--- config.mk ---
export PLATFORM = sky130hd
export DESIGN_NAME = game_ctrl_flat
export DESIGN_NICKNAME = d
export VERILOG_FILES = /design/src/rtl/game_ctrl_if.sv /design/src/rtl/game_ctrl.sv /design/src/flat_wrapper.sv
export SDC_FILE = /design/constraint.sdc
export NUM_CORES = 1
export LEC_CHECK = 0
export CAP_MARGIN = 20
export CORE_UTILIZATION = 40
export CTS_BUF_LIST = sky130_fd_sc_hd__clkbuf_16
export DETAILED_ROUTE_END_ITERATION = 10
export PLACE_DENSITY_LB_ADDON = 0.2
export SLEW_MARGIN = 20
export SYNTH_ARGS = -nofsm -noshare
export SYNTH_HDL_FRONTEND = slang
export SYNTH_SLANG_ARGS = --single-unit
export TNS_END_PERCENT = 100
--- constraint.sdc ---
create_clock -name clock -period 4.5 [get_ports clock]
set_input_delay 0.9 -clock clock [delete_from_list [all_inputs] [get_ports clock]]
set_output_delay 0.9 -clock clock [all_outputs]
set_load 0.05 [all_outputs]
--- src/rtl/game_ctrl_if.sv ---
// Signal bundle between the game session sequencer and its surroundings:
// button/event inputs, the timer datapath handshake and the display values.
// The master modport is the sequencer; the slave modport is the environment
// (buttons, hit detector, timer datapath, display).
interface game_ctrl_if;
  logic        start;
  logic        pause;
  logic        hit;
  logic        miss;
  logic [20:0] timer_in;
  logic        timer_load;
  logic [20:0] load_value;
  logic        timer_run;
  logic        game_over;
  logic [2:0]  state;
  logic [7:0]  hit_count;
  logic [7:0]  miss_count;

  modport master (
    input  start, pause, hit, miss, timer_in,
    output timer_load, load_value, timer_run, game_over, state,
           hit_count, miss_count
  );

  modport slave (
    output start, pause, hit, miss, timer_in,
    input  timer_load, load_value, timer_run, game_over, state,
           hit_count, miss_count
  );
endinterface

--- src/rtl/game_ctrl.sv ---
// Session sequencer for the down-counting game timer.
// IDLE -> READY (fixed delay) -> RUN <-> PAUSE -> OVER, restartable from OVER.
// Loads the timer with the session length, gates its countdown, applies the
// per-miss time penalty by reloading a reduced value, and keeps hit/miss tallies.
// Optional feature: define MISS_LIMIT_EN to end the session once the miss
// count reaches MAX_MISS.
// All outputs are registered; reset is synchronous and active-low.
module game_ctrl #(
  parameter int TIMER_INIT   = 1800000,
  parameter int MISS_PENALTY = 50000,
  parameter int READY_CYCLES = 150000000,
  parameter int MAX_MISS     = 10
) (
  input  logic          clock,
  input  logic          reset,
  game_ctrl_if.master   bus
);

  typedef enum logic [2:0] {
    IDLE  = 3'd0,
    READY = 3'd1,
    RUN   = 3'd2,
    PAUSE = 3'd3,
    OVER  = 3'd4
  } state_t;

  localparam logic [20:0] INIT_VAL  = 21'(TIMER_INIT);
  localparam logic [20:0] PEN_VAL   = 21'(MISS_PENALTY);
  localparam logic [31:0] READY_TOP = 32'(READY_CYCLES - 1);

  state_t      state, state_n;
  logic        start_q, pause_q;
  logic [31:0] ready_cnt, ready_cnt_n;
  logic        timer_load, timer_load_n;
  logic [20:0] load_value, load_value_n;
  logic        timer_run, timer_run_n;
  logic        game_over, game_over_n;
  logic [7:0]  hit_count, hit_count_n;
  logic [7:0]  miss_count, miss_count_n;

  logic        start_rise, pause_rise;
  logic [7:0]  hit_inc, miss_inc;
  logic [20:0] penalized;

  // Button edges: the previous-value registers come out of reset high, so a
  // button held through reset must be released before it can trigger.
  assign start_rise = bus.start & ~start_q;
  assign pause_rise = bus.pause & ~pause_q;

  // Saturating increments and the non-wrapping penalty subtraction.
  assign hit_inc   = (hit_count  == 8'hFF) ? hit_count  : hit_count  + 8'd1;
  assign miss_inc  = (miss_count == 8'hFF) ? miss_count : miss_count + 8'd1;
  assign penalized = (bus.timer_in > PEN_VAL) ? bus.timer_in - PEN_VAL : 21'd0;

  // State register and all registered outputs.
  // NOTE: sequential state uses non-blocking assignments so every register
  // samples the pre-edge values, independent of statement order.
  always_ff @(posedge clock) begin
    if (!reset) begin
      state      <= IDLE;
      start_q    <= 1'b1;
      pause_q    <= 1'b1;
      ready_cnt  <= '0;
      timer_load <= 1'b0;
      load_value <= '0;
      timer_run  <= 1'b0;
      game_over  <= 1'b0;
      hit_count  <= '0;
      miss_count <= '0;
    end else begin
      state      <= state_n;
      start_q    <= bus.start;
      pause_q    <= bus.pause;
      ready_cnt  <= ready_cnt_n;
      timer_load <= timer_load_n;
      load_value <= load_value_n;
      timer_run  <= timer_run_n;
      game_over  <= game_over_n;
      hit_count  <= hit_count_n;
      miss_count <= miss_count_n;
    end
  end

  // Next-state and next-output decode.
  always_comb begin
    // NOTE: every signal gets a default before the case so no path leaves one
    // unassigned, which would otherwise infer a latch.
    state_n      = state;
    ready_cnt_n  = ready_cnt;
    timer_load_n = 1'b0;
    load_value_n = load_value;
    hit_count_n  = hit_count;
    miss_count_n = miss_count;

    case (state)
      IDLE, OVER: begin
        if (start_rise) begin
          timer_load_n = 1'b1;
          load_value_n = INIT_VAL;
          hit_count_n  = '0;
          miss_count_n = '0;
          ready_cnt_n  = READY_TOP;
          state_n      = READY;
        end
      end

      READY: begin
        if (ready_cnt == '0) state_n = RUN;
        else                 ready_cnt_n = ready_cnt - 32'd1;
      end

      RUN: begin
        if (bus.timer_in == '0) begin
          // Expiry wins: nothing else this cycle is counted or loaded.
          state_n = OVER;
        end else begin
          if (bus.hit) hit_count_n = hit_inc;
          if (bus.miss) begin
            miss_count_n = miss_inc;
            timer_load_n = 1'b1;
            load_value_n = penalized;
          end
`ifdef MISS_LIMIT_EN
          if (bus.miss && miss_inc == 8'(MAX_MISS)) state_n = OVER;
          else if (pause_rise)                      state_n = PAUSE;
`else
          if (pause_rise) state_n = PAUSE;
`endif
        end
      end

      PAUSE: begin
        if (pause_rise) state_n = RUN;
      end

      default: state_n = IDLE;
    endcase

    timer_run_n = (state_n == RUN);
    game_over_n = (state_n == OVER);
  end

  assign bus.state      = state;
  assign bus.timer_load = timer_load;
  assign bus.load_value = load_value;
  assign bus.timer_run  = timer_run;
  assign bus.game_over  = game_over;
  assign bus.hit_count  = hit_count;
  assign bus.miss_count = miss_count;

endmodule

--- src/flat_wrapper.sv ---
// flat-port wrapper written by rule: the top's interface ports become plain ports
module game_ctrl_flat 
#(
  parameter int TIMER_INIT   = 1800000,
  parameter int MISS_PENALTY = 50000,
  parameter int READY_CYCLES = 150000000,
  parameter int MAX_MISS     = 10
)
  (clock, reset, bus_start, bus_pause, bus_hit, bus_miss, bus_timer_in, bus_timer_load, bus_load_value, bus_timer_run, bus_game_over, bus_state, bus_hit_count, bus_miss_count);
  game_ctrl_if bus_i ();
  input  logic clock;
  input  logic reset;
  input wire logic [$bits(bus_i.start)-1:0] bus_start;
  input wire logic [$bits(bus_i.pause)-1:0] bus_pause;
  input wire logic [$bits(bus_i.hit)-1:0] bus_hit;
  input wire logic [$bits(bus_i.miss)-1:0] bus_miss;
  input wire logic [$bits(bus_i.timer_in)-1:0] bus_timer_in;
  output wire logic [$bits(bus_i.timer_load)-1:0] bus_timer_load;
  output wire logic [$bits(bus_i.load_value)-1:0] bus_load_value;
  output wire logic [$bits(bus_i.timer_run)-1:0] bus_timer_run;
  output wire logic [$bits(bus_i.game_over)-1:0] bus_game_over;
  output wire logic [$bits(bus_i.state)-1:0] bus_state;
  output wire logic [$bits(bus_i.hit_count)-1:0] bus_hit_count;
  output wire logic [$bits(bus_i.miss_count)-1:0] bus_miss_count;
  assign bus_i.start = bus_start;
  assign bus_i.pause = bus_pause;
  assign bus_i.hit = bus_hit;
  assign bus_i.miss = bus_miss;
  assign bus_i.timer_in = bus_timer_in;
  assign bus_timer_load = bus_i.timer_load;
  assign bus_load_value = bus_i.load_value;
  assign bus_timer_run = bus_i.timer_run;
  assign bus_game_over = bus_i.game_over;
  assign bus_state = bus_i.state;
  assign bus_hit_count = bus_i.hit_count;
  assign bus_miss_count = bus_i.miss_count;
  game_ctrl #(.TIMER_INIT(TIMER_INIT), .MISS_PENALTY(MISS_PENALTY), .READY_CYCLES(READY_CYCLES), .MAX_MISS(MAX_MISS)) u_core (.clock(clock), .reset(reset), .bus(bus_i));
endmodule
Word-level counts from Yosys, hierarchy flattened:

Index checks and enable logic that the tools add are counted.

* add/subtract/negate cells: 4
* magnitude comparators: 1
* equal/unequal tests: 15
* multiplexer cells: 27
* bitwise operators: 4
* reductions and logical operators: 10

Operators with widths (number)
* $mux W21: 4
* $mux W32: 2
* $pmux W32 S2: 1
* $mux W8: 7
* $pmux W21 S2: 1
* $logic_not A32 Y1: 1
* $pmux W8 S2: 2
* $sub A32 B1 Y32 const B: 1
* $gt A21 B16 Y1 const B: 1
* $logic_not A21 Y1: 1
* $sub A21 B16 Y21 const B: 1
* $add A8 B1 Y8 const B: 2
* $eq A8 B8 Y1 const B: 2
* $mux W3: 5
* $ne A2 B2 Y1 const B: 6
* $pmux W3 S4: 1
* $reduce_and A5 Y1: 2
* $eq A3 B2 Y1 const B: 3
* $eq A3 B3 Y1 const B: 2
* $reduce_and A4 Y1: 1
* $reduce_bool A2 Y1: 2
* $eq A3 B1 Y1 const B: 1
* $logic_not A3 Y1: 1
* $mux W1: 3
* 6 further kinds: 8

* register bits after elaboration: 77
* input bits: 27
* output and inout port bits: 43
* word-level logic and storage cells: 71

Depth between registers and ports, before layout:

Gate-level depths: netlist of run 1.

* word-level depth: 6
* mapped depth: 9
* gate-level depth less buffers: 8

Worst setup path after synthesis of run 1:

OpenSTA, ideal clock, no wires.

* path type: input-to-reg
* start: input port bus_timer_in[3]
* end: register u_core.miss_count[1], in the netlist u_core.bus.miss_count[1]
* library setup time: 128 ps
* arrival time: 2700 ps
* required time: 4372 ps
* slack: 1672 ps
* stages: 7
* path buffers: 1
* path through: or4_1 -> or3_1 -> o31ai_2 -> buf_2 -> nor2_1 -> mux2i_1 -> nor2_1

* word-level cells in the longest chain between the ends: 3

RTL lines
* from (decl): line flat_wrapper.sv:17 `input wire logic [$bits(bus_i.timer_in)-1:0] bus_timer_in;`
* $logic_not A21 Y1: line game_ctrl.sv:113 `if (bus.timer_in == '0) begin`
* $ne A2 B2 Y1 (no source line)
* $reduce_and A5 Y1 (no source line)
* to (signal assigned): line game_ctrl.sv:80 `miss_count <= miss_count_n;`
* to (decl): line game_ctrl.sv:39 `logic [7:0] miss_count, miss_count_n;`

Every way passes these cells.
A chain may end at the register's enable or synchronous reset.

Final worst setup path of run 1:

* start: input port bus_timer_in[3]
* end: register u_core.state[0], in the netlist u_core.bus.state[0]

* word-level cells in the longest chain between the ends: 3

RTL lines
* $logic_not A21 Y1: line game_ctrl.sv:113
* $mux W3: line game_ctrl.sv:113
* $pmux W3 S4: line game_ctrl.sv:95 `case (state)`
* to (signal assigned): line game_ctrl.sv:71 `state <= state_n;`
* to (decl): line game_ctrl.sv:31 `state_t state, state_n;`

Every way passes these cells.

==> results of run 1 <==
-- worst register-to-register path, cell delays in order (launching register included) --
cell and delay (ns):
dfxtp_1 0.36, inv_1 0.08, ha_1 0.17, nor3b_1 0.47
or4b_4 0.59, nor4_4 0.53, nand2b_1 0.44, nor4_1 0.10
o21a_1 0.18
-- kinds of logic after synthesis --
family                     after synthesis
DFF                                     77
adders and majority gates                6
AOI/OAI and AO/OA                      108
and+or+nand+nor                        198
muxes                                    2
buffers and inverters                   28
xor gates and xnor gates                42
-- worst paths after layout --
| check | endpoint | slack, ns | depth (start not counted) |
|---|---|---|---|
| max reg2reg | u_core.ready_cnt[31]$_SDFFE_PN0P_ | 1.46 | 8 |
| min | u_core.bus.load_value[18]$_SDFFE_PN0P_ | 0.46 | 2 |
| min reg2reg | u_core.bus.load_value[18]$_SDFFE_PN0P_ | 0.46 | 2 |
| max | u_core.bus.state[0]$_SDFF_PN0_ | 1.30 | 7 |
-- sequential cells by signal, indices dropped and copies added (netlist names) --
signal / flops
u_core.start_q: 1
u_core.bus.miss_count: 8
u_core.pause_q: 1
u_core.bus.timer_load: 1
u_core.bus.timer_run: 1
u_core.ready_cnt: 32
u_core.bus.hit_count: 8
u_core.bus.game_over: 1
u_core.bus.load_value: 21
u_core.bus.state: 3
-- cell usage after synthesis (3+ instances only) --
library cell,count
dfxtp_1,77
nor2_1,46
a21oi_1,35
nand2_1,29
xnor2_1,25
nor4_1,22
o21ai_0,21
or3_1,19
xor2_1,17
nor3_1,16
clkbuf_1,13
nand3_1,13
or4_1,12
inv_1,10
nand2b_1,7
ha_1,6
o31ai_1,6
a31oi_1,5
o21ai_1,5
o31a_1,5
a211oi_1,4
a21o_1,4
a22o_1,4
and2_1,4
nand4_1,4
o21a_1,4
buf_2,3
nor2b_1,3
nor3b_1,3
o211a_1,3
or2_2,3
-- power by group through the flow --
stage	combinational, uW	clock, uW	sequential [uW]
CTS	492	733	781
finish	494	717	782
global placement	485	0	794
global route	542	768	790
floorplan	338	0	821
detailed placement	490	0	795
-- through the flow --
stage	util, %	total power [uW]	setup slack, ns	instances
after floorplan	-	1160	1.67	461
final	53.7	1990	1.30	663
after CTS	53.7	2010	1.32	663
after detailed placement	50.6	1290	0.996	647
after global placement	50.6	1280	1.03	647
after global routing	53.7	2100	1.13	663
-- layer usage --
layer | vias to the layer above | GRT usage [%]
met4 | 0 | 7.13
met1 | 1694 | 23.8
met3 | 13 | 5.48
li1 | 1825 | -
met5 | - | 0
met2 | 77 | 35.5
-- layout make-up --
class / count / area (um2)
Sequential cell: 77 / 1540
Multi-Input combinational cell: 356 / 2260
Inverter: 10 / 37.5
Fill cell: 898 / 4340
Clock inverter: 7 / 66.3
Clock buffer: 9 / 225
Tap cell: 129 / 161
Timing Repair Buffer: 75 / 736
==> results.toml, run 1 <==
[run_status]
status = "complete, no violations"

[route]
wl_um = 9760
met3WireLength_um = 458
wl_per_cell_um = 14.7
vias = 3609
dr.max_layer_used = "met4"
drt_iter0_markers = 148
viasPerCell = 5.44
drt-met1-wl_um = 4490
wl_met2_um = 4690
drcViolationCount = 0
dr.pass1.iters = 4
ant_nets = 0

[clock_network]
cts_sinks = 77
numCtsBuffers = 9
path_clk_slew_ns = 0.06
cts_resized = 0
ctsHoldBuffers = 0
cts_root_buf = "clkbuf_16"
clockBufferDepth = 2
cts_tree = "yes"
post-cts-setup-buffer-count = 0
clk_latency_ns = 0.34
htree_num_levels = 3

[logic_synthesis]
synth_top_family_by_area = "simple AND/OR/NAND/NOR gates"
mappedNetlistArea_um2 = 3920
synth_top_area_share_pct = 39.3
ys_async_sr_fraction_pct = 0
synth-simple-area-share_pct = 28.0
synthCells = 461
syn_avg_cell_area_um2 = 8.51
synth_xor_area_share_pct = 9.38
synth-seq-cells = 77
synth_compound_area_share_pct = 17.9
yosys_warnings = 0
synthFlopType = "dfxtp_1"
synth.largest_area_cell = "dfxtp_1"
synth_nets = 494
synthAdderAreaFrac_pct = 1.91
synth_edf_count = 0
yosysSeqAreaShare_pct = 39.3
ys_top_cells_by_area = "dfxtp_1 39%, xnor2_1 5.6%, a21oi_1 4.5%"
synth_cell_type_count = 58
synthMuxAreaShare_pct = 0.542

[sta]
rsz0062_at_grt = "no"
setup_violations = 0
tns_ns = 0
hold_viol = 0
slew_violations = 0
worst_pin_slew_ns = 0.783
finClkSkew_ns = 0.00429
fmax_ghz = 0.313
hold_slack_ns = 0.456
min_period_over_period_pct = 71.1
relSlewSlack_pct = 47.4
fin_crit_ns = 3.20

[finish]
drive_above_1_share_pct = 6.55
final_common_cell = "dfxtp_1"
nNetsFinal = 562
mostFrequentLayoutCells = "77 x dfxtp_1, 69 x clkdlybuf4s50_1, 46 x nor2_1"
antenna_cells = 0
area_growth_pct = 28.3
final_area_um2 = 5030

[power]
switching_share_pct = 32.0
clockPowerShare_pct = 36.0
p_seq_share_pct = 39.2
p_leak_uw = 0.00180
p_per_area_nw_per_um2 = 396
internal_power_uw = 1360
comb_power_share_pct = 24.8
vdd_drop_max_mv = 0.194
power.switching_uw = 638

[floorplan]
core_area_um2 = 9370
die-width_um = 101
fp-row-count = 35
ios = 70
die_area_um2 = 10200
start_util_pct = 41.8
die_h_um = 101

[worst_setup_path]
crit_start = "bus_timer_in[3]"
critPathMaxFanout = 4
cp_num_buf_inv = 1
end_kind = "flip-flop"
crit_slowest_cell = "or4_1"
crit_family = "simple AND/OR/NAND/NOR gates"
cp.arrival_ns = 3.43
path_class = "input port to flip-flop"
crit_path_max_incr_delay_ns = 0.59
cp-start-kind = "input port"
critical_path.cell_chain = "clkdlybuf4s50_1 > or4_1 > or3_1 > nor4_1 > o21ai_0 > a21o_1 > and2_1"
worstReg2RegStart = "u_core.ready_cnt[0]$_SDFFE_PN0P_"
cp.required_ns = 4.73

[min_path]
hp-start = "u_core.bus.load_value[18]$_SDFFE_PN0P_"
min-delay-path-class = "flip-flop to flip-flop"

[global_routing]
gr-total-overflow = 0
grt_usage_pct = 20.3
antenna_found_initial = 0
grt_max_degree = 27
grt_pass1_vias = 3389
grt_pass1_wl_um = 16100

[run]
maxCapViolCount = 0

[place]
place_area_um2 = 4740
dp_hpwl_um = 7120
gp_congestion = 0.846
io_buffers = 69
(Power assumes the default switching activity.)
==> inputs of run 2 (changes only) <==
Clock period 4.5 ns to 2.9 ns, I/O delays scaled along.
==> run 2 against run 1 <==
  * Critical path depth grew 1
  * Count of clock-buffer cells in the layout is the same
  * Register-to-register slack lost 1.1 ns
  * Combinational power grew 70%
  * Final area grew 5.8%
  * Global-route usage grew 0.76 points
  * Critical endpoint unchanged
==> results.toml, run 2 (same netlist as run 1, synthesis figures left out) <==
[floorplan]
fp-row-count = 35
die_h_um = 101
ios = 70
die_area_um2 = 10200
die-width_um = 101
core_area_um2 = 9370
start_util_pct = 41.8

[route]
wl_per_cell_um = 14.6
vias = 3746
ant_nets = 0
dr.pass1.iters = 4
wl_um = 10100
viasPerCell = 5.39
drcViolationCount = 0
drt_iter0_markers = 102

[global_routing]
grt_max_degree = 27
gr-total-overflow = 0
antenna_found_initial = 0
grt_pass1_wl_um = 16800
grt_usage_pct = 21.0
grt_pass1_vias = 3603

[finish]
area_growth_pct = 35.7
mostFrequentLayoutCells = "77 x dfxtp_1, 69 x clkdlybuf4s50_1, 46 x nor2_1"
reg.largest.list = "u_core.ready_cnt (32), u_core.bus.load_value (21)"
antenna_cells = 0
largest_reg_flops = 32
fin_cells = 695
seqCellArea_um2 = 1540
nFillCells = 886
multi_input_comb_area_um2 = 2260
drive_above_1_share_pct = 11.5
nNetsFinal = 594
max_flop_register = "u_core.ready_cnt"
final_common_cell = "dfxtp_1"

[clock_network]
clk_latency_ns = 0.33
htree_num_levels = 3
cts_root_buf = "clkbuf_16"
numCtsBuffers = 9
cts_resized = 0
path_clk_slew_ns = 0.06
clockBufferDepth = 2
cts_sinks = 77
post-cts-setup-buffer-count = 0
ctsHoldBuffers = 0
cts_tree = "yes"

[worst_setup_path]
end_kind = "flip-flop"
cp.arrival_ns = 2.87
critical_path.cell_chain = "clkdlybuf4s50_1 > or4_1 > or3_1 > nor4_1 > buf_4 > o21ai_0 > a21o_1 > and2_1"
cp_num_buf_inv = 2
crit_slowest_cell = "or4_1"
critPathMaxFanout = 4
cp-start-kind = "input port"
crit_family = "simple AND/OR/NAND/NOR gates"
crit_path_max_incr_delay_ns = 0.59
path_class = "input port to flip-flop"
cp.required_ns = 3.12

[power]
vdd_drop_max_mv = 0.294
power.switching_uw = 976
p_leak_uw = 0.00197
switching_share_pct = 30.4
internal_power_uw = 2230
p_seq_share_pct = 37.7
comb_power_share_pct = 26.1
p_per_area_nw_per_um2 = 603
clockPowerShare_pct = 36.1

[sta]
fin_ws_ns = 0.251
hold_viol = 0
fmax_ghz = 0.377
finClkSkew_ns = 0.00519
relSlewSlack_pct = 44.5
fin_crit_ns = 2.65
worst_pin_slew_ns = 0.826
min_period_over_period_pct = 91.4
slew_violations = 0
setup_violations = 0
hold_slack_ns = 0.455
rsz0062_at_grt = "no"

[place]
dp_cells = 679
post-place-ws_ns = -0.0787
gp_congestion = 0.872
dp_hpwl_um = 7490
io_buffers = 69

[min_path]
min-delay-path-class = "flip-flop to flip-flop"

[run_status]
status = "complete, no violations"

[run]
maxCapViolCount = 0
## run 2: cell types whose count changed in the layout (fill, tap and decap cells not counted), moves of 2 or more
cell / before / now
clkinvlp_4: 2 / 0
buf_4: 6 / 35
clkinv_1: 1 / 4
buf_12: 0 / 3
## run 2: cell type report
type,count,area share (%)
multi-input cells,356,42.5
clock inverters,7,1.50
repair buffers,107,19.0
inverters,10,0.705
well taps,129,3.03
clock buffers,9,4.23
flip-flops and latches,77,29.0
## run 2: through the flow
step | utilization, % | power [uW] | area, um2 | TNS (ns)
2_1_floorplan | - | 1800 | 3920 | 0
3_3_place_gp | 53.5 | 2050 | 5020 | -0.0250
3_5_place_dp | 53.5 | 2060 | 5020 | -0.472
4_1_cts | 56.8 | 3230 | 5320 | 0
5_1_grt | 56.8 | 3370 | 5320 | 0
6_report | 56.8 | 3210 | 5320 | 0
## run 2: power groups by stage
stage | sequential [uW] | clock, uW | combinational, uW
floorplan | 1270 | 0 | 525
global placement | 1230 | 0 | 822
detailed placement | 1230 | 0 | 833
CTS | 1210 | 1180 | 837
global route | 1220 | 1230 | 921
finish | 1210 | 1160 | 839
## run 2: worst min-delay path, cell delays in order, from the launching register on
cell and delay [ns]:
dfxtp_1 0.33, nand2_1 0.04, o21ai_0 0.05
## run 2: metal layers
layer	up-vias	track usage [%]	share of wire, %
li1	1889	-	-
met1	1771	25.8	46
met2	70	35.8	49
met3	16	4.92	3.8
met4	0	7.69	1.6
met5	-	0	0
## run 2: final timing paths
path | startpoint | end | slack, ns | depth (start not counted)
worst min-delay path | u_core.bus.load_value[4]$_SDFFE_PN0P_ | u_core.bus.load_value[4]$_SDFFE_PN0P_ | 0.45 | 2
worst max-delay path | bus_timer_in[3] | u_core.bus.state[0]$_SDFF_PN0_ | 0.25 | 8
worst max register to register | u_core.ready_cnt[0]$_SDFFE_PN0P_ | u_core.ready_cnt[2]$_SDFFE_PN0P_ | 0.37 | 8
worst min register to register | u_core.bus.load_value[4]$_SDFFE_PN0P_ | u_core.bus.load_value[4]$_SDFFE_PN0P_ | 0.45 | 2
==> inputs of run 3 (changes only) <==
Settings changed: CAP_MARGIN 20 to 10.
==> results of run 3 <==
No change in the layout: final DEF, timing and power equal those of run 2.
